===== src/rtl/serial_piso_tx.sv =====
// serial_piso_tx: parallel-in serial-out transmitter, start/data(LSB first)/stop framing.
// Define SERIAL_PISO_TX_PARITY_EN to insert an even-parity bit between data and stop.
module serial_piso_tx #(
    parameter int DATA_W       = 8,
    parameter int CLKS_PER_BIT = 4
) (
    input  logic              clk,
    input  logic              reset,
    input  logic [DATA_W-1:0] tx_data,
    input  logic              tx_valid,
    output logic              tx_ready,
    output logic              tx_out,
    output logic              busy,
    output logic              done
);
    localparam int CW = CLKS_PER_BIT > 1 ? $clog2(CLKS_PER_BIT) : 1;
    localparam int IW = DATA_W > 1 ? $clog2(DATA_W) : 1;

`ifdef SERIAL_PISO_TX_PARITY_EN
    typedef enum logic [2:0] {IDLE, START, DATA, PARITY, STOP} state_t;
    logic par_q, par_d;
`else
    typedef enum logic [2:0] {IDLE, START, DATA, STOP} state_t;
`endif

    state_t            state_q, state_d;
    logic [CW-1:0]     cnt_q, cnt_d;
    logic [IW-1:0]     idx_q, idx_d;
    logic [DATA_W-1:0] shift_q, shift_d;
    logic              tx_out_q, tx_out_d;
    logic              done_q, done_d;
    logic              last;

    assign last     = cnt_q == CW'(CLKS_PER_BIT - 1);
    assign tx_ready = state_q == IDLE;
    assign busy     = state_q != IDLE;
    assign tx_out   = tx_out_q;
    assign done     = done_q;

    always_ff @(posedge clk or negedge reset) begin
        if (!reset) begin
            state_q  <= IDLE;
            cnt_q    <= '0;
            idx_q    <= '0;
            shift_q  <= '0;
            tx_out_q <= 1'b1;
            done_q   <= 1'b0;
`ifdef SERIAL_PISO_TX_PARITY_EN
            par_q    <= 1'b0;
`endif
        end else begin
            state_q  <= state_d;
            cnt_q    <= cnt_d;
            idx_q    <= idx_d;
            shift_q  <= shift_d;
            tx_out_q <= tx_out_d;
            done_q   <= done_d;
`ifdef SERIAL_PISO_TX_PARITY_EN
            par_q    <= par_d;
`endif
        end
    end

    // tx_out is registered, so each branch loads the level of the bit that starts on this edge.
    always_comb begin
        state_d  = state_q;
        cnt_d    = cnt_q;
        idx_d    = idx_q;
        shift_d  = shift_q;
        tx_out_d = tx_out_q;
        done_d   = 1'b0;
`ifdef SERIAL_PISO_TX_PARITY_EN
        par_d    = par_q;
`endif
        if (state_q != IDLE)
            cnt_d = last ? '0 : cnt_q + 1'b1;
        case (state_q)
            IDLE: begin
                tx_out_d = 1'b1;
                if (tx_valid) begin
                    state_d  = START;
                    shift_d  = tx_data;
                    cnt_d    = '0;
                    idx_d    = '0;
                    tx_out_d = 1'b0;
`ifdef SERIAL_PISO_TX_PARITY_EN
                    par_d    = ^tx_data;
`endif
                end
            end
            START: if (last) begin
                state_d  = DATA;
                tx_out_d = shift_q[0];
            end
            DATA: if (last) begin
                shift_d = shift_q >> 1;
                if (idx_q == IW'(DATA_W - 1)) begin
`ifdef SERIAL_PISO_TX_PARITY_EN
                    state_d  = PARITY;
                    tx_out_d = par_q;
`else
                    state_d  = STOP;
                    tx_out_d = 1'b1;
`endif
                end else begin
                    idx_d    = idx_q + 1'b1;
                    tx_out_d = shift_d[0];
                end
            end
`ifdef SERIAL_PISO_TX_PARITY_EN
            PARITY: if (last) begin
                state_d  = STOP;
                tx_out_d = 1'b1;
            end
`endif
            STOP: if (last) begin
                state_d = IDLE;
                done_d  = 1'b1;
            end
            default: state_d = IDLE;
        endcase
    end
endmodule


===== config.mk =====
export PLATFORM = sky130hd
export DESIGN_NAME = serial_piso_tx
export DESIGN_NICKNAME = d
export VERILOG_FILES = /design/src/rtl/serial_piso_tx.sv
export SDC_FILE = /design/constraint.sdc
export NUM_CORES = 1
export LEC_CHECK = 0
export ABC_AREA = 1
export ABC_CLOCK_PERIOD_IN_PS = 1800
export BUFFER_PORTS_ARGS = -buffer_cell sky130_fd_sc_hd__buf_2
export CAP_MARGIN = 20
export CORE_ASPECT_RATIO = 1.1
export CORE_MARGIN = 1
export CORE_UTILIZATION = 32
export CTS_BUF_LIST = sky130_fd_sc_hd__clkbuf_4 sky130_fd_sc_hd__clkbuf_8
export CTS_CLUSTER_DIAMETER = 80
export DETAILED_ROUTE_END_ITERATION = 10
export SLEW_MARGIN = 20
export SYNTH_ARGS = -nofsm -noshare
export SYNTH_HDL_FRONTEND = slang
export SYNTH_SLANG_ARGS = --single-unit
export TNS_END_PERCENT = 10

===== constraint.sdc =====
create_clock -name clk -period 1.8 [get_ports clk]
set_input_delay 0.18 -clock clk [delete_from_list [all_inputs] [get_ports clk]]
set_output_delay 0.18 -clock clk [all_outputs]
set_load 0.1 [all_outputs]

[Yosys cells after proc, flatten, opt, wreduce, memory -nomap -nowiden]
Cells that the tools add are included.
Word-level totals
  bits of input ports: 11
  bits in read-only memories: 0
  register bits: 18
  latch bits: 0
  memory bits (writable): 0
  output and inout port bits: 4
  memories kept: 0
Operators by class
  $add $sub $neg: 2
  divide/modulo/power cells: 0
  $mul: 0
  reduce and logical (&&, ||, !) cells: 8
  equality and inequality tests: 11
  bitwise operators: 0
  order comparisons: 0
  muxes and demuxes: 24
  shift-type cells: 0
Operator list (number)
  $mux 3: 8
  $mux 8: 2
  $pmux 8 s2: 1
  $ne 2x2->1 const B: 6
  $pmux 3 s4: 1
  $mux 2: 4
  $eq 3x2->1 const B: 2
  $mux 1: 6
  $pmux 3 s2: 1
  $reduce_and 3->1: 2
  $reduce_bool 3->1: 2
  $reduce_and 5->1: 1
  $reduce_and 4->1: 1
  $add 3x1->3 const B: 1
  $eq 3x1->1 const B: 1
  $eq 3x3->1 const B: 1
  $logic_not 3->1: 1
  $pmux 1 s3: 1
  $add 2x1->2 const B: 1
  $eq 2x2->1 const B: 1
  $reduce_bool 2->1: 1

[Longest topological paths before layout]
Gate-level depths: netlist of run 1.
  word-level depth: 5
  gate-level depth with buffers: 9
  depth with buffers taken out: 8

[Worst setup path after synthesis of run 1]
No wires, ideal clock.
  kind: register to register
  start: register state_q[0]
  end: register cnt_q[0]
  data arrival time: 2.457 ns
  data required time: 1.674 ns
  setup time: 0.126 ns
  path slack: -0.783 ns
  stages on the path, launching flop included: 6
  clock period less this slack: 2.583 ns
  cells stage by stage: dfrtp_1 -> inv_1 -> ha_1 -> inv_1 -> a21oi_1 -> a21oi_1
On the way
  elaborated cells on any way between the ends: 5
  those cells by class: mux (3); reduce/logical (2)
RTL lines
  start: declaration: RTL line 26  | state_t state_q, state_d;
  start signal: assignment: RTL line 52  | state_q <= state_d;
  $logic_not 3->1
  named net tx_ready: RTL line 11  | output logic tx_ready,
  $mux 2: RTL line 77  | case (state_q)
  named net cnt_d[0]: RTL line 27  | logic [CW-1:0] cnt_q, cnt_d;
  end signal: assignment: RTL line 53  | cnt_q <= cnt_d;
  end: declaration: RTL line 27
The timed path passes the listed nets, and every way through them passes these cells.
A chain may end at the register's enable or synchronous reset.

[Worst setup path in the final report of run 1]
  start: register state_q[1]
  end: output port busy
On the way
  longest elaborated chain between the ends: 1
Ends and longest elaborated chain
  $reduce_bool 3->1: RTL line 36  | assign busy = state_q != IDLE;
  end: declaration: RTL line 13  | output logic busy,
Every way passes these cells.

==> results of run 1 <==
## critical path, stage by stage (launching register included)
cell,delay (ns)
dfrtp_1,0.44
inv_2,0.09
ha_4,0.19
clkinvlp_4,0.09
buf_2,0.42
## registers in the layout (all words and copies together) (netlist names)
register  count
shift_q       8
idx_q         3
cnt_q         2
state_q       2
done          1
tx_out        1
## how the worst min path moves through the flow
stage	to
after floorplan	cnt_q[0]$_DFF_PN0_
after global placement	cnt_q[0]$_DFF_PN0_
after detailed placement	done$_DFF_PN0_
after global routing	shift_q[7]$_DFFE_PN0P_
after CTS	shift_q[7]$_DFFE_PN0P_
final	shift_q[7]$_DFFE_PN0P_
## final cells by class
type                    instances  area [um^2]  area share
multi-input cells              86          541       0.455
clock buffers                   4         30.0      0.0253
well taps                      34         42.5      0.0358
inverters                      15         60.1      0.0506
repair buffers                 16         87.6      0.0738
flip-flops and latches         17          427       0.359
## repair_timing
action / 4_1_cts / 5_1_grt
hold endpoints to repair: 16 / 0
hold buffers: 1 / 0
buffers inserted: 0 / 0
## per-layer routing
layer	up-vias	track usage	wire [um]
met3	4	0.0315	78
li1	418	-	-
met5	-	0	0
met4	0	0.0627	37
met1	357	0.142	863
met2	18	0.229	941
## per-stage QoR
step | utilization | setup TNS (ns) | cell area, um^2 | hold WS, ns | cells
after global routing | 0.390 | 0 | 1190 | 0.128 | 172
after floorplan | - | -0.0849 | 1040 | -0.116 | 120
after detailed placement | 0.376 | 0 | 1150 | 0.134 | 167
final | 0.390 | 0 | 1190 | 0.142 | 172
after CTS | 0.390 | 0 | 1190 | 0.131 | 172
after global placement | 0.376 | 0 | 1150 | 0.126 | 167
## cells by family after synthesis
group	synth area share
flops	0.417
simple gates	0.218
buf+inv	0.0709
fa+ha+maj	0.122
compound gates	0.172
## layout by cell type, fill, tap and decap left out, types with 3 or more instances in the layout
cell / count
buf_2: 14
clkbuf_4: 4
dfrtp_1: 16
ha_1: 9
inv_1: 10
inv_2: 4
nand2_1: 33
nand3_1: 3
o21ai_0: 9
o21ai_1: 3
o21ai_2: 9
or2_0: 3
or2_1: 4
==> impl_metrics.py, run 1 <==
metrics = {
    "worst_setup_path": {
        "endpoint": "busy",
        "worst_r2r_path_depth": 7,
        "crit_type": "flip-flop to output port",
        "cp-start-kind": "flip-flop",
        "crit_start": "state_q[1]$_DFFE_PN0P_",
        "rrSetupSlack_ns": 0.33,
        "r2r_start": "state_q[0]$_DFFE_PN0P_",
        "arrival_ns": 1.52,
        "cp_max_fo": 5,
        "crit_path_end_kind": "output port",
        "r2r_end": "state_q[0]$_DFFE_PN0P_",
        "worstPathRequired_ns": 1.62,
    },
    "sta": {
        "clock_skew_ns": 0.00434,
        "worst_pin_slew_ns": 0.486,
        "rsz0062_at_grt": "no",
        "fin_crit_sh": 0.943,
        "period_needed_ns": 1.70,
        "setup_violations": 0,
        "finalHoldViolations": 0,
        "slew_viol_final": 0,
        "fmax_mhz": 589,
        "fin_ws_ns": 0.103,
        "max_slew_margin": 0.678,
    },
    "logic_synthesis": {
        "yosys_warnings": 0,
        "syn_avg_cell_area_um2": 8.53,
        "synth_ff_type": "dfrtp_1",
        "synth_cells": 120,
        "synth_seq_area_share": 0.417,
        "synth.most_common_cell": "nand2_1",
        "yosys-top-cells-area": "dfrtp_1, ha_1, nand2_1",
        "synth_seq_cells": 17,
        "synth.distinct_cells": 21,
        "async_flop_share": 1.00,
        "yosysTopAreaCell": "dfrtp_1",
        "synth.cell_area_um2": 1020,
        "synth_nets": 141,
        "synth_edf_count": 0,
        "yosysTopAreaCellShare": 0.391,
        "ys_top_cells_by_count": "nand2_1, dfrtp_1, inv_1",
    },
    "floorplan": {
        "fp.dieH_um": 61.3,
        "fp.coreArea_um2": 3050,
        "io_pins": 15,
        "die_w_um": 55.9,
        "dieArea_um2": 3430,
        "initial_core_util": 0.336,
        "rows": 21,
    },
    "clock_network": {
        "htree_num_levels": 1,
        "clk_path_buf_depth": 2,
        "cts_tree": "built",
        "cts_resized": 0,
        "root_buffer": "clkbuf_4",
        "cts.clk_slew.worst_paths_ns": 0.10,
        "insertion_delay_ns": 0.28,
        "numClockSinks": 17,
        "numCtsBuffers": 3,
    },
    "drt": {
        "drt-initial-drc-count": 20,
        "drt-total-wl_mm": 1.92,
        "wl_per_cell_um": 11.2,
        "final_antenna_net_count": 0,
        "firstDrtPassIters": 3,
        "drc": 0,
        "vias_per_cell": 4.63,
        "vias": 797,
    },
    "run_status": {
        "outcome": "completed",
    },
    "worst_hold_path": {
        "hold_depth": 3,
        "min_from": "tx_data[7]",
        "hp-class": "primary input to flip-flop",
    },
    "layout": {
        "fin_nets": 160,
        "antenna_cells": 0,
        "drive_above_1_share": 0.283,
        "area_growth_syn_to_layout_pct": 16.0,
        "fillers": 305,
    },
    "placement": {
        "hpwl_mm": 1.50,
        "preCtsSetupSlack_ns": 0.352,
        "io_buffers": 14,
        "place_congestion": 0.869,
    },
    "grt": {
        "grt-ovfl-total": 0,
        "track_usage": 0.126,
        "grt_pass1_wl_mm": 3.33,
        "grt_pass1_vias": 776,
        "grt_max_degree": 18,
        "antenna_found_initial": 0,
    },
    "flow_run": {
        "cap_violations": 0,
    },
}
Power of run 1 is left out: the tool's default activity adds up to more than one toggle a clock period on the data nets, which glitch-free logic cannot reach.
==> inputs of run 2 (changes only) <==
- BUFFER_PORTS_ARGS: -buffer_cell sky130_fd_sc_hd__buf_2 -> -buffer_cell sky130_fd_sc_hd__buf_4
==> run 2 against run 1 <==
Net effect: register-to-register slack improved by 0.03 ns; maximum frequency up 4.6%; sequential share of layout area fell by 0.96 points; wire length increased by 1.9%; critical path depth stayed put; global-route usage increased by 0.39 points; worst setup slack improved by 0.075 ns; flip-flop and latch count is the same; largest cell class unchanged; via count up 2.6%; die area is the same.
==> impl_metrics.py, run 2 (synthesis gave the netlist of run 1 again) <==
metrics = {
    "worst_setup_path": {
        "cp_slowest_stage_delay_ns": 0.47,
        "crit_path_end_kind": "output port",
        "cp_max_fo": 5,
        "crit_type": "flip-flop to output port",
        "worstPathRequired_ns": 1.62,
        "arrival_ns": 1.44,
        "critPathSlowestCell": "dfrtp_1",
        "cp-start-kind": "flip-flop",
        "cp_cell_sequence": "inv_2 > ha_4 > clkinvlp_4 > buf_4",
    },
    "layout": {
        "layout_common_cells": "nand2_1, dfrtp_1, buf_4",
        "fin_nets": 160,
        "drive_above_1_share": 0.283,
        "antenna_cells": 0,
        "final_common_cell": "nand2_1",
        "largest_register": "shift_q",
        "top_regs": "shift_q (8), idx_q (3)",
        "largest_reg_flops": 8,
        "area_growth_syn_to_layout_pct": 19.2,
        "final_cells": 172,
    },
    "sta": {
        "slew_viol_final": 0,
        "fin_crit_sh": 0.901,
        "finalHoldViolations": 0,
        "rsz0062_at_grt": "no",
        "fmax_mhz": 617,
        "worst_pin_slew_ns": 0.278,
        "fin_ws_ns": 0.178,
        "max_slew_margin": 0.814,
        "clock_skew_ns": 0.00920,
        "setup_violations": 0,
        "period_needed_ns": 1.62,
    },
    "flow_run": {
        "cap_violations": 0,
    },
    "clock_network": {
        "clk_path_buf_depth": 2,
        "insertion_delay_ns": 0.30,
        "cts_hold_buf": 1,
        "cts_resized": 0,
        "htree_num_levels": 1,
        "numClockSinks": 17,
        "postCtsSetupRepairBufs": 0,
        "cts.clk_slew.worst_paths_ns": 0.11,
        "numCtsBuffers": 3,
        "cts_tree": "built",
        "root_buffer": "clkbuf_4",
    },
    "placement": {
        "place_congestion": 0.807,
        "io_buffers": 14,
        "place_inst": 167,
        "hpwl_mm": 1.50,
        "preCtsSetupSlack_ns": 0.372,
    },
    "floorplan": {
        "fp.dieH_um": 61.3,
        "dieArea_um2": 3430,
        "io_pins": 15,
        "initial_core_util": 0.336,
        "die_w_um": 55.9,
        "fp.coreArea_um2": 3050,
        "rows": 21,
    },
    "grt": {
        "antenna_found_initial": 0,
        "track_usage": 0.130,
        "grt_pass1_wl_mm": 3.36,
        "grt-ovfl-total": 0,
        "grt_pass1_vias": 757,
        "grt_max_degree": 18,
    },
    "drt": {
        "firstDrtPassIters": 4,
        "vias": 818,
        "drt-total-wl_mm": 1.96,
        "drc": 0,
        "wl_per_cell_um": 11.4,
        "final_antenna_net_count": 0,
        "vias_per_cell": 4.76,
        "drt-initial-drc-count": 20,
    },
    "pwr": {
        "power_density_nw_per_um2": 1990,
        "ir_worst_vdd_uv": 1020,
        "p_leak_nw": 0.623,
    },
    "worst_hold_path": {
        "hp-class": "primary input to flip-flop",
    },
    "run_status": {
        "outcome": "completed",
    },
}
run 2: layout make-up:
class | instances | area, um^2
fillers | 309 | 1830
multi-input cells | 86 | 541
flip-flops and latches | 17 | 427
repair buffers | 16 | 123
inverters | 15 | 60.1
well taps | 34 | 42.5
clock buffers | 3 | 22.5
clock inverters | 1 | 5.00
run 2: final timing paths:
path	from	to	slack, ns	cells after the start
worst min-delay path	tx_valid	tx_out$_DFFE_PN1P_	0.11	4
worst max register to register	state_q[0]$_DFFE_PN0P_	state_q[1]$_DFFE_PN0P_	0.36	7
worst min register to register	tx_out$_DFFE_PN1P_	tx_out$_DFFE_PN1P_	0.49	2
min in group asynchronous	reset	shift_q[0]$_DFFE_PN0P_	0.27	2
worst max-delay path	state_q[1]$_DFFE_PN0P_	busy	0.18	4
max in group asynchronous	reset	tx_out$_DFFE_PN1P_	1.28	2
run 2: critical path: cells and delay by family (launching register included):
| kind | cells | cell delay (ns) |
|---|---|---|
| adders and majority gates | 1 | 0.19 |
| buffers and inverters | 3 | 0.49 |
| DFF | 1 | 0.47 |
run 2: per-layer routing:
layer / part of all wire / routed length [um] / up-vias / track usage
met3: 0.036 / 71 / 7 / 0.0252
met4: 0.029 / 57 / 0 / 0.0801
met2: 0.47 / 917 / 25 / 0.220
met1: 0.47 / 912 / 364 / 0.157
li1: - / - / 422 / -
met5: 0 / 0 / - / 0
run 2: power by group:
group	internal, mW	switching [mW]
registers	0.563	0.115
clock network	0.0829	0.136
logic	0.503	1.03
run 2: through the flow:
step / setup TNS (ns) / hold WS (ns) / power [mW] / utilization / instance area, um^2
global placement: 0 / 0.0606 / 2.18 / 0.388 / 1180
global route: 0 / 0.127 / 2.64 / 0.400 / 1220
floorplan: -0.0849 / -0.116 / 1.95 / - / 1040
CTS: 0 / 0.113 / 2.45 / 0.400 / 1220
detailed placement: 0 / 0.0633 / 2.22 / 0.388 / 1180
finish: 0 / 0.113 / 2.43 / 0.400 / 1220
Power figures use the tool's default switching activity.
==> inputs of run 3 (changes only) <==
- ABC_CLOCK_PERIOD_IN_PS: 1800 -> 2000
- clock period: 1.8 -> 2 ns (I/O delays scaled with it)
==> run 3 against run 2 <==
Net effect: wire length fell by 1.6%; first-iteration DRC count is 50% lower; non-clock buffer count unchanged; cell area is 0.31% lower; count of clock-buffer cells in the layout unchanged; core utilization fell by 0.12 points.
==> impl_metrics.py, run 3 (synthesis gave the netlist of run 1 again) <==
metrics = {
    "clock_network": {
        "cts.clk_slew.worst_paths_ns": 0.11,
        "numClockSinks": 17,
        "htree_num_levels": 1,
        "clk_path_buf_depth": 2,
        "cts_resized": 0,
        "cts_tree": "built",
        "numCtsBuffers": 3,
        "insertion_delay_ns": 0.30,
        "root_buffer": "clkbuf_4",
    },
    "pwr": {
        "ir_worst_vdd_uv": 908,
        "power_density_nw_per_um2": 1780,
        "p_leak_nw": 0.624,
    },
    "grt": {
        "grt_max_degree": 18,
        "track_usage": 0.128,
        "antenna_found_initial": 0,
        "grt_pass1_vias": 762,
        "grt_pass1_wl_mm": 3.36,
        "grt-ovfl-total": 0,
    },
    "worst_hold_path": {
        "min_to": "tx_out$_DFFE_PN1P_",
        "hp-class": "primary input to flip-flop",
        "hold_depth": 4,
        "min_from": "tx_valid",
    },
    "floorplan": {
        "fp.dieH_um": 61.3,
        "die_w_um": 55.9,
        "rows": 21,
        "initial_core_util": 0.336,
        "io_pins": 15,
        "fp.coreArea_um2": 3050,
        "dieArea_um2": 3430,
    },
    "drt": {
        "vias": 821,
        "vias_per_cell": 4.77,
        "final_antenna_net_count": 0,
        "drt-total-wl_mm": 1.93,
        "wl_per_cell_um": 11.2,
        "drt-initial-drc-count": 10,
        "firstDrtPassIters": 4,
        "drc": 0,
    },
    "flow_run": {
        "cap_violations": 0,
    },
    "layout": {
        "top_regs": "shift_q (8), idx_q (3)",
        "fin_nets": 160,
        "final_cells": 172,
        "antenna_cells": 0,
        "largest_register": "shift_q",
        "fillers": 315,
        "final_common_cell": "nand2_1",
        "layout_common_cells": "nand2_1, dfrtp_1, buf_4",
        "seq_area_um2": 427,
        "largest_reg_flops": 8,
        "fin_area_um2": 1220,
        "area_growth_syn_to_layout_pct": 18.8,
        "multiInputGateArea_um2": 537,
        "drive_above_1_share": 0.261,
    },
    "worst_setup_path": {
        "worstPathRequired_ns": 1.80,
        "crit_path_end_kind": "output port",
        "cp_max_fo": 5,
        "crit_type": "flip-flop to output port",
        "worst_r2r_path_depth": 7,
        "rrSetupSlack_ns": 0.53,
        "r2r_end": "shift_q[6]$_DFFE_PN0P_",
        "r2r_start": "state_q[0]$_DFFE_PN0P_",
        "arrival_ns": 1.48,
        "cp-start-kind": "flip-flop",
    },
    "sta": {
        "fin_crit_sh": 0.839,
        "finalHoldViolations": 0,
        "period_needed_ns": 1.68,
        "timing.setup.tns_ns": 0,
        "whs_ns": 0.138,
        "slew_viol_final": 0,
        "fin_ws_ns": 0.322,
        "clock_skew_ns": 0.00679,
        "setup_violations": 0,
        "fmax_mhz": 596,
        "max_slew_margin": 0.817,
        "rsz0062_at_grt": "no",
        "worst_pin_slew_ns": 0.273,
    },
    "run_status": {
        "outcome": "completed",
    },
    "placement": {
        "io_buffers": 14,
        "place_area_um2": 1180,
        "place_inst": 167,
        "place_congestion": 0.875,
        "hpwl_mm": 1.48,
        "preCtsSetupSlack_ns": 0.532,
    },
}
run 3: worst max-delay path, stage by stage (launching register included):
cell and delay (ns):
dfrtp_1 0.43, inv_1 0.17, ha_4 0.21, clkinvlp_4 0.13
buf_4 0.25
run 3: how the worst max path moves through the flow:
stage                             endpoint  slack (ns)  cells after the start              startpoint
finish                                busy        0.32                      4  state_q[0]$_DFFE_PN0P_
CTS                                   busy        0.29                      4  state_q[0]$_DFFE_PN0P_
detailed placement  shift_q[1]$_DFFE_PN0P_        0.53                      7  state_q[0]$_DFFE_PN0P_
global placement    state_q[1]$_DFFE_PN0P_        0.56                      7  state_q[0]$_DFFE_PN0P_
floorplan               cnt_q[0]$_DFF_PN0_        0.10                      5  state_q[0]$_DFFE_PN0P_
global route                          busy        0.26                      4  state_q[0]$_DFFE_PN0P_
run 3: report_power, final:
part / internal [mW] / switching (mW) / total [mW]
Sequential: 0.507 / 0.0947 / 0.601
Clock: 0.0744 / 0.117 / 0.192
Combinational: 0.445 / 0.924 / 1.37
Total: 1.03 / 1.14 / 2.16
run 3: metal layers:
metal,wire length (um),up-vias,global-route usage
li1,-,425,-
met1,920,374,0.165
met2,897,16,0.203
met3,73,6,0.0231
met4,36,0,0.0801
met5,0,-,0
run 3: layout make-up:
| cell class | count | area share |
|---|---|---|
| clock buffer | 3 | 0.0185 |
| clock inverter | 1 | 0.00412 |
| inverter | 15 | 0.0494 |
| multi-input combinational | 86 | 0.441 |
| sequential | 17 | 0.351 |
| tap | 34 | 0.0350 |
| timing repair buffer | 16 | 0.101 |
run 3: repair_timing:
item,CTS,global route
endpoints found under the hold margin,17,0
hold buffers,1,0
setup buffers,0,0
run 3: through the flow:
stage,total power [mW],util
global placement,1.96,0.387
detailed placement,2.00,0.387
global route,2.37,0.399
CTS,2.20,0.399
floorplan,1.74,-
finish,2.16,0.399
